===== src/rtl/usb_rx_crc16_ctrl.sv =====
// USB receive-path sequencer for the 16-bit serial CRC checker on DATA packets.
// Optional packet statistics counters are built when CRC_RX_STATS_EN is defined.
//
// state   | meaning
// --------+-------------------------------------------------------------
// IDLE    | no packet in progress; bits and eop ignored
// CLEAR   | one-cycle checker clear, length and len_err reset
// SHIFT   | non-stuffed bits forwarded to the checker and counted
// WAIT    | waiting out the checker pipeline before sampling crc_value
// VERDICT | one-cycle crc_ok or crc_err pulse
module usb_rx_crc16_ctrl #(
   parameter int          MAX_BITS  = 8232,
   parameter int          CHECK_LAT = 1,
   parameter logic [15:0] RESIDUAL  = 16'h800D
) (
   input  logic        clk,
   input  logic        n_rst,
   input  logic        sop,
   input  logic        rx_bit_valid,
   input  logic        rx_bit,
   input  logic        bit_stuff_st,
   input  logic        eop,
   input  logic [15:0] crc_value,
   output logic        crc_clear,
   output logic        crc_shift_enable,
   output logic        crc_serial_in,
   output logic        crc_eop,
   output logic        crc_ok,
   output logic        crc_err,
   output logic        len_err,
   output logic [13:0] bit_count,
   output logic        busy,
   output logic [7:0]  good_pkts,
   output logic [7:0]  bad_pkts
);

   typedef enum logic [2:0] {
      S_IDLE,
      S_CLEAR,
      S_SHIFT,
      S_WAIT,
      S_VERDICT
   } state_t;

   localparam logic [13:0] MAX_CNT = 14'(MAX_BITS);
   localparam logic [7:0]  LAT_CNT = 8'(CHECK_LAT);

   state_t      state;
   state_t      state_nxt;
   logic [13:0] bit_count_q;
   logic        len_err_q;
   logic [7:0]  wait_cnt;

   logic accept;
   logic saturated;
   logic verdict_pass;
   logic length_bad;
   logic count_clr;
   logic count_inc;
   logic len_set;
   logic wait_load;
   logic wait_dec;

   assign accept       = rx_bit_valid & ~bit_stuff_st;
   assign saturated    = (bit_count_q == MAX_CNT);
   assign length_bad   = (bit_count_q < 14'd16) || (bit_count_q[2:0] != 3'd0);
   assign verdict_pass = (crc_value == RESIDUAL) && !length_bad && !len_err_q;

   always_ff @(posedge clk or negedge n_rst) begin
      if (!n_rst) begin
         state <= S_IDLE;
      end else begin
         state <= state_nxt;
      end
   end

   always_comb begin
      state_nxt        = state;
      crc_clear        = 1'b0;
      crc_shift_enable = 1'b0;
      crc_serial_in    = 1'b0;
      crc_eop          = 1'b0;
      crc_ok           = 1'b0;
      crc_err          = 1'b0;
      count_clr        = 1'b0;
      count_inc        = 1'b0;
      len_set          = 1'b0;
      wait_load        = 1'b0;
      wait_dec         = 1'b0;

      case (state)
         S_IDLE: begin
            if (sop) begin
               state_nxt = S_CLEAR;
            end
         end

         S_CLEAR: begin
            crc_clear = 1'b1;
            count_clr = 1'b1;
            state_nxt = S_SHIFT;
         end

         S_SHIFT: begin
            crc_serial_in = rx_bit;
            // A new sop abandons the packet outright, so nothing else this cycle counts.
            if (sop) begin
               state_nxt = S_CLEAR;
            end else begin
               if (accept) begin
                  if (saturated) begin
                     len_set = 1'b1;
                  end else begin
                     crc_shift_enable = 1'b1;
                     count_inc        = 1'b1;
                  end
               end
               if (eop) begin
                  crc_eop = 1'b1;
                  if (CHECK_LAT == 0) begin
                     state_nxt = S_VERDICT;
                  end else begin
                     wait_load = 1'b1;
                     state_nxt = S_WAIT;
                  end
               end
            end
         end

         S_WAIT: begin
            wait_dec = 1'b1;
            if (sop) begin
               state_nxt = S_CLEAR;
            end else if (wait_cnt <= 8'd1) begin
               state_nxt = S_VERDICT;
            end
         end

         S_VERDICT: begin
            crc_ok    = verdict_pass;
            crc_err   = ~verdict_pass;
            len_set   = length_bad;
            state_nxt = sop ? S_CLEAR : S_IDLE;
         end

         default: begin
            state_nxt = S_IDLE;
         end
      endcase
   end

   always_ff @(posedge clk or negedge n_rst) begin
      if (!n_rst) begin
         bit_count_q <= 14'd0;
         len_err_q   <= 1'b0;
         wait_cnt    <= 8'd0;
      end else begin
         if (count_clr) begin
            bit_count_q <= 14'd0;
         end else if (count_inc) begin
            bit_count_q <= bit_count_q + 14'd1;
         end

         if (count_clr) begin
            len_err_q <= 1'b0;
         end else if (len_set) begin
            len_err_q <= 1'b1;
         end

         if (wait_load) begin
            wait_cnt <= LAT_CNT;
         end else if (wait_dec && (wait_cnt != 8'd0)) begin
            wait_cnt <= wait_cnt - 8'd1;
         end
      end
   end

   assign bit_count = bit_count_q;
   assign len_err   = len_err_q;
   assign busy      = (state != S_IDLE);

`ifdef CRC_RX_STATS_EN
   logic [7:0] good_q;
   logic [7:0] bad_q;

   always_ff @(posedge clk or negedge n_rst) begin
      if (!n_rst) begin
         good_q <= 8'd0;
         bad_q  <= 8'd0;
      end else begin
         if (crc_ok && (good_q != 8'hFF)) begin
            good_q <= good_q + 8'd1;
         end
         if (crc_err && (bad_q != 8'hFF)) begin
            bad_q <= bad_q + 8'd1;
         end
      end
   end

   assign good_pkts = good_q;
   assign bad_pkts  = bad_q;
`else
   assign good_pkts = 8'h00;
   assign bad_pkts  = 8'h00;
`endif

endmodule

===== config.mk =====
export PLATFORM = sky130hd
export DESIGN_NAME = usb_rx_crc16_ctrl
export DESIGN_NICKNAME = d
export VERILOG_FILES = /design/src/rtl/usb_rx_crc16_ctrl.sv
export SDC_FILE = /design/constraint.sdc
export NUM_CORES = 1
export LEC_CHECK = 0
export ABC_AREA = 1
export CORE_ASPECT_RATIO = 1.4
export CORE_MARGIN = 2
export CORE_UTILIZATION = 47
export CTS_CLUSTER_DIAMETER = 50
export DETAILED_ROUTE_END_ITERATION = 12
export PLACE_DENSITY = 0.89
export SLEW_MARGIN = 20
export SYNTH_ARGS = -nofsm -noshare
export SYNTH_HDL_FRONTEND = slang
export SYNTH_SLANG_ARGS = --single-unit

===== constraint.sdc =====
create_clock -name clk -period 1.9 [get_ports clk]
set_input_delay 0.38 -clock clk [delete_from_list [all_inputs] [get_ports clk]]
set_output_delay 0.38 -clock clk [all_outputs]
set_load 0.02 [all_outputs]

== Word level (Yosys, flattened, before mapping) ==
Index checks and enable logic that the tools add are counted.
Operators by class
  $add $sub $neg: 2
  magnitude comparators: 2
  eq/ne operators: 9
  muxes and demuxes: 29
  bitwise logic cells: 3
  reductions and logical operators: 14
Operator list (count)
  $mux W14: 2
  $mux W1: 18
  $eq A16 B16 Y1 const B: 1
  $mux W8: 2
  $mux W3: 5
  $pmux W3 S5: 1
  $add A14 B1 Y14 const B: 1
  $eq A14 B14 Y1 const B: 1
  $lt A14 B5 Y1 const B: 1
  $le A8 B1 Y1 const B: 1
  $reduce_bool A8 Y1: 1
  $sub A8 B1 Y8 const B: 1
  $eq A3 B2 Y1 const B: 2
  $ne A3 B3 Y1 const B: 2
  $reduce_bool A2 Y1: 3
  $reduce_bool A3 Y1: 2
  $eq A3 B1 Y1 const B: 1
  $eq A3 B3 Y1 const B: 1
  $logic_and A1 B1 Y1: 3
  $logic_not A3 Y1: 1
  $reduce_and A3 Y1: 1
  $logic_not A1 Y1: 2
  $ne A2 B2 Y1 const B: 1
  $not A1 Y1: 2
  other kinds (3): 3
Storage, ports and cells
  register bits: 26
  input bits: 23
  output and inout bits: 38
  word-level logic and storage cells: 63

== Longest topological paths before layout ==
Gate-level depths: netlist (run 1).
  depth in word-level cells: 7
  mapped depth: 13

== Worst setup path before layout (run 1) ==
Ideal clock, no wire load.
  path kind: register to output
  start: reg bit_count_q[0] (netlist: bit_count[0])
  end: out crc_ok
  data arrival time: 1.516 ns
  slack: 0.004 ns
  stages on the path, launching flop included: 7
  buffers on the path: 0
  cells stage by stage: dfrtp_1 > inv_1 > ha_1 > inv_1 > nor2_1 > o21ai_0 > nor3_1
On the way
  cells in the longest elaborated chain, start to end: 6
RTL lines
  start, declared: RTL line 50  | logic [13:0] bit_count_q;
  start signal, assigned: RTL line 161  | bit_count_q <= bit_count_q + 14'd1;
  $lt A14 B5 Y1 or $reduce_bool A3 Y1 (tied branches): RTL line 66  | assign length_bad = (bit_count_q < 14'd16) || (bit_count_q[2:0] != 3'd0);
  $logic_or A1 B1 Y1 *: RTL line 66
  $logic_not A1 Y1 *: RTL line 67  | assign verdict_pass = (crc_value == RESIDUAL) && !length_bad && !len_err_q;
  $logic_and A1 B1 Y1 * (2 in a row): RTL line 67
  $mux W1 *: RTL line 91  | case (state)
  end, declared: RTL line 28  | output logic crc_ok,
Every way passes the cells marked *; elsewhere a longest branch is shown, timed or not.

== Worst setup path after layout (run 1) ==
  start: reg bit_count_q[1] (netlist: bit_count[1])
  end: out crc_shift_enable
On the way
  cells in the longest elaborated chain, start to end: 5
RTL lines
  $eq A14 B14 Y1: RTL line 65  | assign saturated = (bit_count_q == MAX_CNT);
  $mux W1: RTL line 111  | if (saturated) begin
  $mux W1: RTL line 110  | if (accept) begin
  $mux W1: RTL line 107  | if (sop) begin
  $mux W1: RTL line 91
  end, declared: RTL line 25  | output logic crc_shift_enable,
Every way passes these cells.

==> results of run 1 <==
## synthesized netlist by cell type, drive strengths merged
| master | count |
|---|---|
| a21oi | 2 |
| dfrtp | 26 |
| buf | 19 |
| ha | 5 |
| nand3 | 18 |
| o2111ai | 1 |
| o21bai | 2 |
| nand2 | 85 |
| a21o | 1 |
| conb | 1 |
| nor4 | 1 |
| nor2 | 47 |
| nor3b | 1 |
| o211ai | 1 |
| o21ai | 9 |
| and3 | 1 |
| inv | 28 |
| nor3 | 5 |
| a21boi | 1 |
| nand4 | 12 |
| xor2 | 8 |
| o22ai | 2 |
| xnor2 | 2 |
| o31ai | 2 |
## through the flow
step	util, %	setup slack (ns)	total power [mW]
2_1_floorplan	-	0.004373	1.749
3_3_place_gp	63.75	-0.4372	2.162
3_5_place_dp	63.75	-0.4605	2.219
5_1_grt	67.86	-0.1020	2.753
4_1_cts	65.43	-0.01633	2.540
6_report	67.86	0.03767	2.554
## state kept, by name (all words and copies together) (netlist names)
| register | flops |
|---|---|
| bit_count | 14 |
| state | 3 |
| len_err | 1 |
| wait_cnt | 8 |
## power breakdown
part	internal, mW	switching (mW)
clock network	0.142	0.172
registers	0.670	0.112
logic	0.578	0.879
## area by class of cell
| type | count | share of cell area [%] |
|---|---|---|
| Clock buffer | 3 | 1.460 |
| Inverter | 28 | 3.892 |
| Multi-Input combinational cell | 222 | 43.34 |
| Tap cell | 45 | 1.990 |
| Sequential cell | 26 | 23.04 |
| Timing Repair Buffer | 82 | 26.27 |
## critical path, stage by stage, from the launching register on
cell and delay [ns]:
dfrtp_1 0.40, inv_2 0.09, ha_4 0.13, inv_2 0.04, nor2_4 0.13, nand2_2 0.08
nor2_4 0.10, a21oi_2 0.08, buf_4 0.17
## logic make-up (layout without fill, tap and decap cells)
family                     Yosys count  after routing  synth area share (%)
adders and majority gates            5              5                 3.137
xor gates and xnor gates            10             10                 4.392
DFF                                 26             26                 32.62
AOI/OAI and AO/OA                   21             21                 6.462
other                                1             16                0.1880
and+or+nand+nor                    170            170                 40.15
buffers and inverters               47            113                 13.05
## final timing paths
path | end | slack, ns | depth (start not counted)
max reg2reg | bit_count[11] | 0.17 | 14
min | state[2] | 0.48 | 2
max in group asynchronous | state[0] | 1.15 | 2
max | crc_shift_enable | 0.04 | 8
min in group clk | wait_cnt[7] | 0.54 | 2
min reg2reg | wait_cnt[7] | 0.54 | 2
## layer usage
layer  vias to the layer above  global-route usage [%]  wire length [um]
met5                         -                       0                 0
met4                         0                   9.318               145
met3                        18                   2.548               189
met2                        71                   43.89              2838
met1                      1002                   24.87              2047
li1                       1034                       -                 -
## what timing repair did
item                       in CTS  in global routing
resized for setup              30                 32
buffers inserted                2                  1
setup endpoints to repair       7                 16
pin swaps                       4                 17
gates cloned                    0                  0
==> impl_results.md, run 1 <==
- Status: complete, no violations
- Finished Cell Area: 0.002829 mm^2
- Placed Area: 0.002658 mm^2
- Top-area cell type share of the netlist area: 32.62%
- Die Span X: 59.06 um
- Clk sink count: 26
- Dominant cells by area after synthesis: dfrtp_1 33%, nand2_1 13%, nor2_1 7.9%, buf_4 6.4%, nand3_1 4.5%
- HP Class: in2async
- Rows: 28
- Antenna-violating nets left: 0
- Core Area: 0.004169 mm^2
- Area of the multi-input gates: 0.001226 mm^2
- Layout Skew: 0.006108 ns
- Power density cells: 902.7 mW/mm^2
- Synth area leader: dfrtp_1
- Vias per Instance: 5.234
- Ant diodes: 0
- CP startpoint: bit_count[1]
- Achievable Freq: 537.0 MHz
- Global-route wire length before repair: 8659 um
- CP endpoint kind: output pin
- Fin Hold WS: 0.4785 ns
- Drc violations: 0
- Clk pin slew, worst setup/hold paths: 0.09 ns
- Unrepaired setup endpoints after global routing: yes
- Final setup TNS: 0 ns
- DR vias: 2125
- # Max-Cap Violations: 0
- Seq/Total Area, Yosys: 32.62%
- Yosys reg bits: 26
- Initial Util: 47.84%
- CTS tree: yes
- Vias in the first global route: 2098
- Grt ovf: 0
- Worst Setup Start Kind: flip-flop
- Synth Instances: 280
- Leakage power: 1.503 nW
- Most common cell after layout, fill and taps aside: nand2_1
- Critical path data arrival time: 1.48 ns
- Filler cell count: 325
- DRT Pass-1 Iters: 4
- CTS Root Cell: clkbuf_8
- Final min period: 1.862 ns
- Die ar.: 0.004788 mm^2
- Htree depth: 1
- Post-DP HPWL: 3994 um
- Clk buf depth: 2
- Cts hold-fix bufs: 0
- Most frequent cells in the layout: 68 x nand2_1, 41 x buf_4, 36 x nor2_1, 25 x dfrtp_1, 24 x clkdlybuf4s50_1
- Maximum VDD drop: 0.6991 mV
- Final Wtd Congestion: 0.9196
- R2R Path Start: bit_count[1]
- Worst-path maximum fanout: 2
- CP required: 1.52 ns
- TritonCTS Buffers: 3
- Placed Instances: 400
- Post-route insts no fill: 406
- Distinct cells, synth: 34
- Die height: 81.08 um
- Warnings, synthesis: 0
- Syn avg cell area: 7.123 um^2
- Initial antenna violation count: 0
- WL/cell: 12.86 um
- Area delta synth->final: 41.84%
- Largest net degree at the start of global routing: 27
- Final setup viols: 0
- Layout Nets: 391
- Initial DRC Count: 126
- WS Path Type: reg2out
- GRT Total Usage: 22.96%
- Register Area: 651.9 um^2
- Share of cells above drive strength 1: 25.76%
- Port buffer count: 44
- Final WL: 5221 um
- I/O Pins: 61
- Final Max Tran Viols: 0
- Clock Latency Late Sink: 0.27 ns
- Crit share post-route: 98.02%
- Mapped Area: 0.001994 mm^2
- Final Hold Viols: 0
Note: power is estimated with default switching activity, not from simulation.
==> inputs of run 2 (changes only) <==
--- a/config.mk
+++ b/config.mk
@@ -11,8 +11,9 @@
 export CORE_UTILIZATION = 47
 export CTS_CLUSTER_DIAMETER = 50
 export DETAILED_ROUTE_END_ITERATION = 12
+export GPL_ROUTABILITY_DRIVEN = 0
 export PLACE_DENSITY = 0.89
-export SLEW_MARGIN = 20
+export SLEW_MARGIN = 10
 export SYNTH_ARGS = -nofsm -noshare
 export SYNTH_HDL_FRONTEND = slang
 export SYNTH_SLANG_ARGS = --single-unit
==> results of run 2 <==
Final layout, timing and power as in run 1 (identical DEF).
